--- config.mk ---
export PLATFORM = sky130hd
export DESIGN_NAME = subcarrier_integrator
export DESIGN_NICKNAME = d
export VERILOG_FILES = /design/src/rtl/subcarrier_integrator.sv
export SDC_FILE = /design/constraint.sdc
export NUM_CORES = 2
export LEC_CHECK = 0
export CORE_MARGIN = 2
export CORE_UTILIZATION = 55
export DETAILED_ROUTE_END_ITERATION = 8
export DONT_BUFFER_PORTS = 1
export PLACE_DENSITY = 0.7
export SLEW_MARGIN = 20
export SYNTH_ARGS = -nofsm -noshare
export SYNTH_HDL_FRONTEND = slang
export SYNTH_SLANG_ARGS = --single-unit
export TNS_END_PERCENT = 50
--- constraint.sdc ---
create_clock -name clock -period 3.75 [get_ports clock]
set_input_delay 0.375 -clock clock [delete_from_list [all_inputs] [get_ports clock]]
set_output_delay 0.375 -clock clock [all_outputs]
set_load 0.005 [all_outputs]
--- src/rtl/subcarrier_integrator.sv ---
// subcarrier_integrator: integrates NUM_SC baseband I/Q streams over each
// frequency dwell and serialises the latched sums as a framed beat sequence
// (header, I window per channel, Q window per channel, record count).
// Optional feature macro: SUBCARRIER_INTEGRATOR_SATURATE_EN
//   defined   -> saturating accumulators and clamped output window
//   undefined -> two's-complement wrap and plain bit-slice window
module subcarrier_integrator #(
    parameter int unsigned NUM_SC    = 4,
    parameter int unsigned ACC_WIDTH = 36,
    parameter int unsigned OUT_SHIFT = 4
) (
    input  logic                   clock,
    input  logic                   reset_n,
    input  logic                   record,
    input  logic                   freq_step,
    input  logic [16*NUM_SC-1:0]   bb_i,
    input  logic [16*NUM_SC-1:0]   bb_q,
    input  logic                   data_out_strobe,
    output logic                   out_valid,
    output logic [15:0]            i_out,
    output logic [15:0]            q_out,
    output logic                   overrun
);

    localparam int unsigned NBEATS = 2 * NUM_SC + 2;
    localparam int unsigned BW     = $clog2(NBEATS);
    localparam logic [BW-1:0] LAST_BEAT = BW'(NBEATS - 1);

    typedef enum logic {
        ST_IDLE = 1'b0,
        ST_SEND = 1'b1
    } state_e;

    state_e                       state_q, state_d;
    logic [BW-1:0]                beat_q, beat_d;
    logic [7:0]                   seq_q, seq_d;
    logic [7:0]                   seq_lat_q, seq_lat_d;
    logic [15:0]                  rec_q, rec_d;
    logic [15:0]                  rec_lat_q, rec_lat_d;
    logic                         ovr_q, ovr_d;
    logic signed [ACC_WIDTH-1:0]  acci_q [NUM_SC];
    logic signed [ACC_WIDTH-1:0]  acci_d [NUM_SC];
    logic signed [ACC_WIDTH-1:0]  accq_q [NUM_SC];
    logic signed [ACC_WIDTH-1:0]  accq_d [NUM_SC];
    logic [31:0]                  lati_q [NUM_SC];
    logic [31:0]                  lati_d [NUM_SC];
    logic [31:0]                  latq_q [NUM_SC];
    logic [31:0]                  latq_d [NUM_SC];

    logic                         accept_c;
    logic                         last_c;
    logic [31:0]                  word_c;

    // Add one sign-extended sample to an accumulator (wrap or clamp).
    function automatic logic signed [ACC_WIDTH-1:0] acc_add(
        input logic signed [ACC_WIDTH-1:0] a,
        input logic signed [15:0]          s
    );
`ifdef SUBCARRIER_INTEGRATOR_SATURATE_EN
        logic signed [ACC_WIDTH:0] sum;
        sum = (ACC_WIDTH + 1)'(a) + (ACC_WIDTH + 1)'(s);
        if (sum[ACC_WIDTH] != sum[ACC_WIDTH-1]) begin
            if (sum[ACC_WIDTH]) begin
                return {1'b1, {(ACC_WIDTH - 1){1'b0}}};
            end else begin
                return {1'b0, {(ACC_WIDTH - 1){1'b1}}};
            end
        end
        return sum[ACC_WIDTH-1:0];
`else
        return a + ACC_WIDTH'(s);
`endif
    endfunction

    // 32-bit output window starting at OUT_SHIFT.
    function automatic logic [31:0] win(input logic signed [ACC_WIDTH-1:0] a);
`ifdef SUBCARRIER_INTEGRATOR_SATURATE_EN
        logic signed [63:0] ext;
        ext = 64'(a) >>> OUT_SHIFT;
        if (ext > 64'sh0000_0000_7FFF_FFFF) begin
            return 32'h7FFF_FFFF;
        end else if (ext < 64'shFFFF_FFFF_8000_0000) begin
            return 32'h8000_0000;
        end
        return ext[31:0];
`else
        return 32'(64'(a) >>> OUT_SHIFT);
`endif
    endfunction

    assign accept_c = (state_q == ST_SEND) && data_out_strobe;
    assign last_c   = (beat_q == LAST_BEAT);

    // Next-state: accumulation, dwell-end latch/overrun, beat handshake.
    always_comb begin
        state_d   = state_q;
        beat_d    = beat_q;
        seq_d     = seq_q;
        seq_lat_d = seq_lat_q;
        rec_d     = rec_q;
        rec_lat_d = rec_lat_q;
        ovr_d     = ovr_q;
        acci_d    = acci_q;
        accq_d    = accq_q;
        lati_d    = lati_q;
        latq_d    = latq_q;

        if (freq_step) begin
            for (int k = 0; k < int'(NUM_SC); k++) begin
                acci_d[k] = '0;
                accq_d[k] = '0;
            end
            rec_d = '0;
            seq_d = seq_q + 8'd1;
            if ((state_q == ST_IDLE) || (accept_c && last_c)) begin
                for (int k = 0; k < int'(NUM_SC); k++) begin
                    lati_d[k] = win(acci_q[k]);
                    latq_d[k] = win(accq_q[k]);
                end
                rec_lat_d = rec_q;
                seq_lat_d = seq_q;
                state_d   = ST_SEND;
                beat_d    = '0;
            end else begin
                ovr_d = 1'b1;
                if (accept_c) begin
                    beat_d = beat_q + BW'(1);
                end
            end
        end else begin
            if (record) begin
                for (int k = 0; k < int'(NUM_SC); k++) begin
                    acci_d[k] = acc_add(acci_q[k], bb_i[16*k +: 16]);
                    accq_d[k] = acc_add(accq_q[k], bb_q[16*k +: 16]);
                end
                if (rec_q != 16'hFFFF) begin
                    rec_d = rec_q + 16'd1;
                end
            end
            if (accept_c) begin
                if (last_c) begin
                    state_d = ST_IDLE;
                    beat_d  = '0;
                end else begin
                    beat_d = beat_q + BW'(1);
                end
            end
        end
    end

    // State registers.
    always_ff @(posedge clock or negedge reset_n) begin
        if (!reset_n) begin
            state_q   <= ST_IDLE;
            beat_q    <= '0;
            seq_q     <= '0;
            seq_lat_q <= '0;
            rec_q     <= '0;
            rec_lat_q <= '0;
            ovr_q     <= 1'b0;
            for (int k = 0; k < int'(NUM_SC); k++) begin
                acci_q[k] <= '0;
                accq_q[k] <= '0;
                lati_q[k] <= '0;
                latq_q[k] <= '0;
            end
        end else begin
            state_q   <= state_d;
            beat_q    <= beat_d;
            seq_q     <= seq_d;
            seq_lat_q <= seq_lat_d;
            rec_q     <= rec_d;
            rec_lat_q <= rec_lat_d;
            ovr_q     <= ovr_d;
            acci_q    <= acci_d;
            accq_q    <= accq_d;
            lati_q    <= lati_d;
            latq_q    <= latq_d;
        end
    end

    // Beat mux: selects the presented word from the beat index only.
    always_comb begin
        word_c = 32'h8000_0000;
        if (state_q == ST_SEND) begin
            if (beat_q == '0) begin
                word_c = {16'h7FFE, seq_lat_q, 8'(NUM_SC)};
            end else if (last_c) begin
                word_c = {rec_lat_q, 16'h0000};
            end else begin
                for (int k = 0; k < int'(NUM_SC); k++) begin
                    if (beat_q == BW'(k + 1)) begin
                        word_c = lati_q[k];
                    end
                    if (beat_q == BW'(k + 1 + int'(NUM_SC))) begin
                        word_c = latq_q[k];
                    end
                end
            end
        end
    end

    assign out_valid = (state_q == ST_SEND);
    assign i_out     = word_c[31:16];
    assign q_out     = word_c[15:0];
    assign overrun   = ovr_q;

endmodule

# [Yosys cells after proc, flatten, opt, wreduce, memory -nomap -nowiden]
# Cells that the tools add are included.
[word_totals] word_cells=88 output_inout_bits=34 ff_bits=598 input_bits=133
[classes] eq_ne=11 bitwise_logic=2 n_mux=27 add_sub_neg=11 n_reduce_logical=14
[op_table] cell="144-bit 2-to-1 mux" n=4
[op_table] cell="32-bit 2-to-1 mux" n=11
[op_table] cell="36-bit by 16-bit adder with 36-bit output" n=8
[op_table] cell="16-bit 2-to-1 mux" n=3
[op_table] cell="4-bit 2-to-1 mux" n=5
[op_table] cell="16-bit by 1-bit adder with 16-bit output, second input constant" n=1
[op_table] cell="4-bit by 3-bit == test with 1-bit output, second input constant" n=4
[op_table] cell="16-bit inequality test, second input constant" n=1
[op_table] cell="2-bit nonzero test" n=5
[op_table] cell="8-bit by 1-bit adder with 8-bit output, second input constant" n=1
[op_table] cell="4-bit by 2-bit == test with 1-bit output, second input constant" n=2
[op_table] cell="4-bit == test, second input constant" n=2
[op_table] cell="2-bit AND reduction" n=4
[op_table] cell="4-bit by 1-bit adder with 4-bit output, second input constant" n=1
[op_table] cell="4-bit by 1-bit == test with 1-bit output, second input constant" n=1
[op_table] cell="4-bit logical NOT" n=1
[op_table] cell="1-bit 2-to-1 mux" n=4
[op_table] cell="3-bit AND reduction" n=1
[op_table] cell="1-bit logical AND" n=2
[op_table] cell="2-bit by 1-bit inequality test with 1-bit output, second input constant" n=1
[op_table] cell="1-bit inverter" n=2
[op_table] cell="1-bit logical OR" n=1

# [Logic depth before layout (Yosys ltp)]
[logic_depth] word_depth=12 mapped_depth=14 mapped_depth_nobuf=14

# [Least setup slack after synthesis]
# Ideal clock, no wire load.
[synth_timing] path_type="input to register" startpoint="in bb_q[48]" endpoint="reg accq_q[34] in the netlist's numbering" t_arrival_ns=3.024 stages=14 path_buffers=0 path_slack_ns=0.591 setup_time_ns=0.135 required_time_ns=3.615 cell_sequence="ha_1 > inv_1 > fa_1 > nor2b_1 > o21ai_2 > a21boi_1 > o41ai_4 > o211ai_1 > nand2_1 > o41ai_1 > a21oi_1 > o21ai_1 > mux2i_1 > o22ai_1"
[synth_between] elab_chain_len=3
[synth_lines] item="from (decl)" line_no="17" source="input logic [16*NUM_SC-1:0] bb_q,"
[synth_lines] item="36-bit by 16-bit adder with 36-bit output" line_no="71" source="return a + ACC_WIDTH'(s);"
[synth_lines] item="144-bit 2-to-1 mux" line_no="131" source="if (record) begin"
[synth_lines] item="144-bit 2-to-1 mux" line_no="108" source="if (freq_step) begin"
[synth_lines] item="to (signal assigned)" line_no="176" source="accq_q <= accq_d;"
[synth_lines] item="to (decl)" line_no="43" source="logic signed [ACC_WIDTH-1:0] accq_q [NUM_SC];"
# No other way between the ends. The select of a mux whose other input is x is not followed.
# A chain may end at the register's enable or synchronous reset.

# [Worst setup path in the final report]
[layout_timing] startpoint="reg beat_q[2]" endpoint="out i_out[1]"
[layout_between] elab_chain_len=12 elab_cells_between_ends=21 cone_classes="9 x eq/ne; 11 x mux; 1 x reduce/logical"
[layout_lines] item="from (decl)" line_no="35" source="logic [BW-1:0] beat_q, beat_d;"
[layout_lines] item="from (signal assigned)" line_no="169" source="beat_q <= beat_d;"
[layout_lines] item="4-bit by 1-bit == test with 1-bit output" line_no="192" source="if (beat_q == BW'(k + 1)) begin"
[layout_lines] item="32-bit 2-to-1 mux" line_no="192"
[layout_lines] item="32-bit 2-to-1 mux" line_no="195" source="if (beat_q == BW'(k + 1 + int'(NUM_SC))) begin"
[layout_lines] item="32-bit 2-to-1 mux" line_no="192"
[layout_lines] item="32-bit 2-to-1 mux" line_no="195"
[layout_lines] item="32-bit 2-to-1 mux" line_no="192"
[layout_lines] item="32-bit 2-to-1 mux" line_no="195"
[layout_lines] item="32-bit 2-to-1 mux" line_no="192"
[layout_lines] item="32-bit 2-to-1 mux" line_no="195"
[layout_lines] item="32-bit 2-to-1 mux" line_no="188" source="end else if (last_c) begin"
[layout_lines] item="32-bit 2-to-1 mux *" line_no="186" source="if (beat_q == '0) begin"
[layout_lines] item="32-bit 2-to-1 mux *" line_no="185" source="if (state_q == ST_SEND) begin"
[layout_lines] item="to (decl)" line_no="20" source="output logic [15:0] i_out,"
# Mark *: on every way between the ends. The rest lies on a longest branch, timed or not.

==> metrics.txt <==
status complete, but fails checks; failing checks design-rule violations, negative hold slack, max-slew violations; leading cell type in the layout, fill and taps excluded dfrtp_1; Syn Nets 4440; initial antenna violation count 0; Critical Path Source Type register; DIE HEIGHT 269 µm; Critical Path RT 3.38 ns; routed len/inst 21.2 µm; Leakage Power 20.7 nW; root buffer cell clkbuf_16; top-area cell type share of the netlist area 38.8%; CP max FO 63; min Tclk post-route 3.74 ns; Inserted Diodes 0; post-route ant nets 0; multi-input logic area 22700 µm²; fin. max-slew vios 430; r2r endpoint accq_q[31]; vias in the first global route 29.5k; Seq cells post-synth 598; Initial DRC Count 2616; Synthesis Warnings 0; placed cells 4842; Distinct cells, synth 84; RR Startpoint accq_q[6]; f_max 267 MHz; met3 Resource Use GR 4.51%; Final nets 4434; worst r2r path cells 13; row count 97; num ports 167; Non-Filler Instances 4994; final estimated routing congestion in global placement 0.942; total CTS buffers 70; Clock Tree Buf Depth 3; vias per inst 6.18; hold buffer count at cts 31; cell area after synthesis 38600 µm²; RSZ-0062 raised after global routing true; clk sinks 598; die outline area 72300 µm²; Detailed Place HPWL 72000 µm; Final Skew 0.0363 ns; Post-synth EDFFs 0; CTS tree done; H-tree levels 3; Total Routing Usage GR 29.0%; register area 15000 µm²; DR DRC count 3; Most Crowded Layer GR met2; cell taking the most area after synthesis dfrtp_1; Area contributors post-synth dfrtp_1, ha_1, mux2_2; Tcrit/Tclk final 99.8%; CTS clk-pin slew, worst paths 0.06 ns; reg-to-reg setup timing slack 0.12 ns; vias 30.9k; Post-synth ARST share 100%; clock latency on the worst-skew pair 0.63 ns; post-synthesis sequential area ratio 38.8%; M2 GR Usage 48.1%; die width 269 µm; slew of the pin with the lowest slew margin 2.56 ns; fraction of layout cells with a size suffix above 1 13.0%; CP Class register to output port; global route total overflow 0; final hold vios 414; DR pass1 iterations 9; Slew HR -71.0%; first-pass GRT wire length 164000 µm; crit end category output port; min-delay worst type input pin to async pin; top_reg_cell synth dfrtp_1; largest net degree at the start of global routing 599; # setup viols final 0; met1 Resource Use GR 37.0%; Core Area 69800 µm²; P per Cell Area 639 nW/µm²; Synth Area per Inst 9.62 µm²; most frequent cells in the layout dfrtp_1, nor2_1, nand2_1; Overall Power 0.0272 W; Total Wirelength 106000 µm; Fillers 5823; IO Port Bufs 0; Initial Util 55.3%; max-cap viol count 0; hold slack -0.547 ns; WP data arrival 3.37 ns; P&R area growth vs syn 10.3%; Gate Count Post-Synth 4013; VDD IR-drop max 0.353 mV
==> logic make-up after synthesis <==
logic type,Yosys count,synth area share (%)
fa+ha+maj,294,9.69
mux,411,11.6
buf+inv,279,2.78
flops,598,38.8
simple gates,1038,12.0
compound gates,1150,19.7
xor+xnor,243,5.51
==> cell type report <==
type,instances,area share (%)
clock buffers,95,4.74
clock inverters,24,0.711
inverters,96,0.852
multi-input cells,3136,53.3
flip-flops and latches,598,35.1
well taps,940,2.76
repair buffers,105,2.46
==> power breakdown <==
group	total (W)	switching (W)	internal (W)
clock network	0.00699	0.00281	0.00418
registers	0.0101	0.00187	0.00825
logic	0.0101	0.00540	0.00469
==> how the worst max path moves through the flow <==
stage                          from         end  slack [ns]  depth (start not counted)
final                     beat_q[2]    i_out[1]       0.008                         10
after global routing      accq_q[6]  accq_q[31]       -0.08                         13
after CTS                 beat_q[1]    q_out[9]       -0.03                         13
after detailed placement   bb_q[48]  accq_q[34]        0.26                         14
after global placement     bb_q[48]  accq_q[34]        0.31                         14
after floorplan            bb_q[48]  accq_q[34]        0.59                         14
==> routing by layer <==
layer,wire (µm),vias up
li1,-,14700
met1,44500,15100
met2,50400,881
met3,5760,241
met4,5150,0
met5,0,-
==> synthesized netlist by cell type (29+ instances only) <==
cell type,number
nor3_1,29
a21oi_1,292
dfrtp_1,598
o21a_1,38
nand2_1,328
a21o_1,151
mux2i_1,127
nand3_1,62
clkbuf_1,133
o21ai_0,230
a211oi_1,46
nand2b_1,33
xor2_1,95
a31oi_1,29
o21ai_1,41
o311ai_0,32
mux2_2,281
xnor2_1,148
inv_1,96
nor2_1,403
a222oi_1,31
o21bai_1,51
nor2b_1,40
ha_1,286
==> critical path, stage by stage, from the launching register on <==
cell	delay [ns]
dfrtp_1	0.42
nor2b_1	0.17
buf_4	0.15
and2_2	0.20
buf_12	0.19
o311ai_0	0.42
o21ai_0	0.27
o211ai_1	0.22
o21ai_1	0.23
o21ai_1	0.29
buf_4	0.16
==> through the flow <==
step	hold WS [ns]	TNS, ns	setup WS [ns]	util (%)	cell area (µm²)
after floorplan	0.0794	0	0.591	-	38600
after global placement	0.0929	0	0.312	56.9	39700
after detailed placement	0.0948	0	0.262	56.9	39700
after CTS	-0.568	-0.0504	-0.0290	60.8	42400
after global routing	-0.562	-0.156	-0.0815	61.0	42600
final	-0.547	0	0.00836	61.0	42600
==> state kept, by name, summed over array words and instances, names as in the netlist, 4 cells and up <==
name       flops
acci_q       144
beat_q         4
seq_q          8
lati_q       128
accq_q       144
rec_q         16
seq_lat_q      8
latq_q       128
rec_lat_q     16
==> what timing repair did <==
action	CTS	global route
endpoints found under the hold margin	826	598
gates cloned	0	1
setup endpoints to repair	25	34
pin swaps	0	6
setup buffers	0	1
gates resized for setup	27	54
No activity file was read; power rests on OpenSTA's default activity.
